### src/rtl/pbit_sweep_scheduler.sv
// Gibbs sweep sequencer for a fused p-bit network: one-hot update strobes, settle gaps,
// per-sweep state capture and a saturating bit_shift anneal ramp.
module pbit_sweep_scheduler #(
  parameter int unsigned N_BITS  = 5,
  parameter int unsigned SWEEP_W = 16,
  parameter int unsigned SETTLE  = 2
) (
  input  logic               clk_i,
  input  logic               rst_i,
  input  logic               start_i,
  input  logic               abort_i,
  input  logic [SWEEP_W-1:0] num_sweeps_i,
  input  logic [SWEEP_W-1:0] anneal_step_i,
  input  logic [N_BITS-1:0]  bit_sample_i,
  output logic [N_BITS-1:0]  update_en_o,
  output logic [1:0]         bit_shift_o,
  output logic               busy_o,
  output logic               done_o,
  output logic [N_BITS-1:0]  sample_o,
  output logic               sample_valid_o,
  output logic [SWEEP_W-1:0] sweep_count_o
);

  localparam int unsigned IdxW = (N_BITS > 1) ? $clog2(N_BITS) : 1;
  localparam int unsigned SetW = (SETTLE > 1) ? $clog2(SETTLE) : 1;
  localparam logic [IdxW-1:0] IdxLast = IdxW'(N_BITS - 1);
  localparam logic [SetW-1:0] SetLast = SetW'((SETTLE > 0) ? SETTLE - 1 : 0);

  typedef enum logic [2:0] {StIdle, StUpdate, StSettle, StCapture, StDone} state_e;

  state_e             state_q;
  logic [IdxW-1:0]    idx_q;
  logic [SetW-1:0]    settle_q;
  logic [SWEEP_W-1:0] num_q;
  logic [SWEEP_W-1:0] step_q;
  logic [SWEEP_W-1:0] anneal_q;
  logic [N_BITS-1:0]  update_en_q;
  logic [1:0]         bit_shift_q;
  logic               busy_q;
  logic               done_q;
  logic [N_BITS-1:0]  sample_q;
  logic               sample_valid_q;
  logic [SWEEP_W-1:0] sweep_count_q;
  logic               bit_end;

  // Last cycle spent on the current bit; with no settle gap that is the strobe cycle itself.
  always_comb begin
    bit_end = ((state_q == StUpdate) && (SETTLE == 0)) ||
              ((state_q == StSettle) && (settle_q == SetLast));
  end

  always_ff @(posedge clk_i or posedge rst_i) begin
    if (rst_i) begin
      state_q        <= StIdle;
      idx_q          <= '0;
      settle_q       <= '0;
      num_q          <= '0;
      step_q         <= '0;
      anneal_q       <= '0;
      update_en_q    <= '0;
      bit_shift_q    <= '0;
      busy_q         <= 1'b0;
      done_q         <= 1'b0;
      sample_q       <= '0;
      sample_valid_q <= 1'b0;
      sweep_count_q  <= '0;
    end else begin
      case (state_q)
        StIdle: begin
          if (start_i && !abort_i) begin
            num_q         <= num_sweeps_i;
            step_q        <= anneal_step_i;
            idx_q         <= '0;
            sweep_count_q <= '0;
            anneal_q      <= '0;
            bit_shift_q   <= '0;
            if (num_sweeps_i == '0) begin
              state_q <= StDone;
              done_q  <= 1'b1;
            end else begin
              state_q     <= StUpdate;
              update_en_q <= N_BITS'(1);
              busy_q      <= 1'b1;
            end
          end
        end
        StUpdate: begin
          update_en_q <= '0;
          if (SETTLE != 0) begin
            state_q  <= StSettle;
            settle_q <= '0;
          end
        end
        StSettle: settle_q <= settle_q + 1'b1;
        StCapture: begin
          sample_valid_q <= 1'b0;
          if (sweep_count_q == num_q) begin
            state_q <= StDone;
            done_q  <= 1'b1;
            busy_q  <= 1'b0;
          end else begin
            state_q     <= StUpdate;
            idx_q       <= '0;
            update_en_q <= N_BITS'(1);
          end
        end
        StDone: begin
          done_q  <= 1'b0;
          state_q <= StIdle;
        end
        default: state_q <= StIdle;
      endcase

      if (bit_end) begin
        if (idx_q == IdxLast) begin
          state_q        <= StCapture;
          sample_q       <= bit_sample_i;
          sample_valid_q <= 1'b1;
          sweep_count_q  <= sweep_count_q + 1'b1;
          if (step_q != '0) begin
            if (anneal_q + 1'b1 == step_q) begin
              anneal_q <= '0;
              if (bit_shift_q != 2'd3) bit_shift_q <= bit_shift_q + 2'd1;
            end else begin
              anneal_q <= anneal_q + 1'b1;
            end
          end
        end else begin
          state_q     <= StUpdate;
          idx_q       <= idx_q + 1'b1;
          update_en_q <= N_BITS'(1) << (idx_q + 1'b1);
        end
      end

      // Abort wins over everything above; captured results are left intact.
      if (abort_i && (state_q != StIdle)) begin
        state_q        <= StIdle;
        update_en_q    <= '0;
        busy_q         <= 1'b0;
        done_q         <= 1'b0;
        sample_valid_q <= 1'b0;
      end
    end
  end

  assign update_en_o    = update_en_q;
  assign bit_shift_o    = bit_shift_q;
  assign busy_o         = busy_q;
  assign done_o         = done_q;
  assign sample_o       = sample_q;
  assign sample_valid_o = sample_valid_q;
  assign sweep_count_o  = sweep_count_q;

endmodule

### config.mk
export PLATFORM = sky130hd
export DESIGN_NAME = pbit_sweep_scheduler
export DESIGN_NICKNAME = d
export VERILOG_FILES = /design/src/rtl/pbit_sweep_scheduler.sv
export SDC_FILE = /design/constraint.sdc
export NUM_CORES = 1
export LEC_CHECK = 0
export BUFFER_PORTS_ARGS = -buffer_cell sky130_fd_sc_hd__buf_2
export CAP_MARGIN = 20
export CORE_MARGIN = 8
export CORE_UTILIZATION = 58
export CTS_CLUSTER_DIAMETER = 50
export DETAILED_ROUTE_END_ITERATION = 10
export MAX_ROUTING_LAYER = met4
export PLACE_DENSITY_LB_ADDON = 0.1
export SLEW_MARGIN = 20
export SYNTH_ARGS = -nofsm -noshare
export SYNTH_HDL_FRONTEND = slang
export SYNTH_SLANG_ARGS = --single-unit
### constraint.sdc
create_clock -name clk_i -period 3 [get_ports clk_i]
set_clock_uncertainty 0.15 [all_clocks]
set_input_delay 0.3 -clock clk_i [delete_from_list [all_inputs] [get_ports clk_i]]
set_output_delay 0.3 -clock clk_i [all_outputs]
set_load 0.005 [all_outputs]
==> qor.txt <==
run status - complete, but fails checks
failing checks - negative hold slack
number of max-cap violations - 0
Overall Global Routing Usage - 0.235
synthesized area - 0.00488 mm2
H-Tree Level Count - 3
Seq/Total Area, Yosys - 0.441
vias per cell - 5.99
antenna cells - 0
net count after synthesis - 603
WP data required - 3.08 ns
Synth area leaders - dfrtp_1 44%, nand2_1 11%, xnor2_1 4.8%, mux2i_1 3.3%, nand3_1 2.9%
Max Fclk - 355 MHz
area grow syn2layout - 18.2%
clk root buf - clkbuf_8
CP Max Fanout - 14
row count - 33
peak supply drop - 308 uV
insertion delay to the later sink of the worst-skew pair - 0.35 ns
drt total wl - 13000 um
Synth Warn # - 0
asr flop ratio synth - 1.00
CTS tree - built
global-route wire length before repair - 21400 um
Initial Utilization - 0.597
final hold slack - -0.000636 ns
Worst Hold Class - in2reg
number of CTS-inserted buffers - 9
number of global-route vias before repair - 4415
syn avg cell area - 8.83 um2
WP data arrival - 2.89 ns
I/O Buffers - 71
CTS sink cnt - 86
actual slew at the worst max-slew pin - 0.791 ns
share of cells above drive strength 1 - 0.185
vias - 4474
DR DRC count - 0
Yosys top cell by area - dfrtp_1
largest net degree at the start of global routing - 47
Power Density - 545 mW/mm2
Hold Crit Start - anneal_step_i[12]
fin crit share - 0.938
Tmin final - 2.81 ns
Crit. Startpoint - anneal_q[4]
core area - 0.00818 mm2
WS Path Type - reg2reg
worst flop-to-flop path startpoint - anneal_q[4]
final setup violation count - 0
Most used DFF post-synth - dfrtp_1
total gr overflow - 0
CTS clk-pin slew, worst paths - 0.09 ns
Antenna Nets Post-Route - 0
Die X-Extent - 108 um
final hold vios - 1
most numerous cell in the Yosys netlist - nand2_1
total power - 3150 uW
Nets - 688
io pins - 72
RSZ-0062 raised after global routing - false
DR WL/cell - 17.5 um
HPWL after detailed placement - 9060 um
initial drt markers - 234
Slew Viols, Final - 0
crit start category - flip-flop
Synth Instances - 553
crit path capture type - flip-flop
relative slew slack - 0.472
Yosys top cell area share - 0.441
die height - 108 um
Leak Pwr - 0.00263 uW
initial antenna violation count - 0
Post-synth EDFFs - 0
number of synthesized register bits - 86
TNS Setup - 0 ns
distinct cell type count of the synthesized netlist - 65
gpl congestion - 0.918
drt pass-1 iters - 6
DIE AREA - 0.0116 mm2
synth cell count leaders - 147 x nand2_1, 86 x dfrtp_1, 28 x nand3_1
clock tree buffer depth - 2
per-layer routing:
layer	share of wire	up-vias	track usage
met4	0.025	0	0.0981
met5	0	-	-
li1	-	2116	-
met1	0.44	2161	0.293
met2	0.49	168	0.373
met3	0.046	29	0.0377
metrics by stage:
stage	worst slack [ns]	utilization	cell area, um2	instances
3_3_place_gp	0.193	0.654	5340	710
6_report	0.185	0.706	5770	747
3_5_place_dp	0.160	0.654	5340	710
5_1_grt	0.00965	0.706	5770	747
4_1_cts	0.0893	0.704	5750	747
2_1_floorplan	0.328	-	4880	553
worst paths after layout:
kind / to / depth (start not counted) / slack (ns)
setup / recovery: anneal_q[2] / 8 / 0.19
hold / removal: step_q[12] / 3 / -0.0006
setup reg to reg: anneal_q[2] / 8 / 0.19
hold reg to reg: sample_o[0] / 2 / 0.33
max in group asynchronous: num_q[11] / 4 / 1.55
min in group asynchronous: anneal_q[7] / 3 / 0.48
layout make-up:
class | count | area, um2
repair buffers | 105 | 678
multi-input cells | 420 | 2560
inverters | 16 | 61.3
clock inverters | 3 | 45.0
flip-flops and latches | 86 | 2160
clock buffers | 12 | 145
fillers | 637 | 2400
well taps | 105 | 131
power by group:
group | internal [uW] | switching (uW)
logic | 351 | 418
registers | 1350 | 205
clock network | 405 | 419
registers in the layout, summed over array words and instances, names as in the netlist, 2 cells and up:
register	flops
state_q	3
update_en_o	5
num_q	16
sample_o	5
step_q	16
sweep_count_o	16
anneal_q	16
bit_shift_o	2
idx_q	3
repair_timing:
item / 4_1_cts / 5_1_grt
resized for setup: 0 / 6
hold endpoints to repair: 64 / 0
setup endpoints to repair: 0 / 18
setup buffers: 0 / 0
hold buffers: 22 / 0
worst max-delay path: stages (launching register included):
cell and delay (ns):
dfrtp_1 0.55, inv_1 0.19, or4_4 0.59, xnor2_1 0.18
a2111oi_2 0.27, nand4_2 0.20, buf_4 0.24, a31oi_1 0.21
o22ai_1 0.11
cells in the final DEF, fill, tap and decap left out, types with 3 or more instances in the layout:
cell type	count
a21oi_1	12
a311oi_1	3
a31oi_1	9
a32o_1	4
and3_1	7
and4_1	4
buf_2	71
buf_4	11
clkbuf_8	10
dfrtp_1	83
dfrtp_2	3
dlygate4sd3_1	22
ha_1	8
inv_1	14
mux2i_1	16
nand2_1	147
nand2b_1	6
nand3_1	28
nand3b_1	3
nand4_1	17
nor2_1	19
nor3_1	6
nor4_1	11
o211ai_1	4
o21ai_0	24
or3_1	3
xnor2_1	27
xor2_1	8
logic make-up after synthesis:
| group | after synthesis | synth area share |
|---|---|---|
| AOI/OAI and AO/OA | 86 | 0.122 |
| xor gates and xnor gates | 35 | 0.0628 |
| adders and majority gates | 9 | 0.0231 |
| buffers and inverters | 47 | 0.0420 |
| DFF | 86 | 0.441 |
| muxes | 16 | 0.0328 |
| and+or+nand+nor | 274 | 0.277 |
Note: power is estimated with default switching activity, not from simulation.
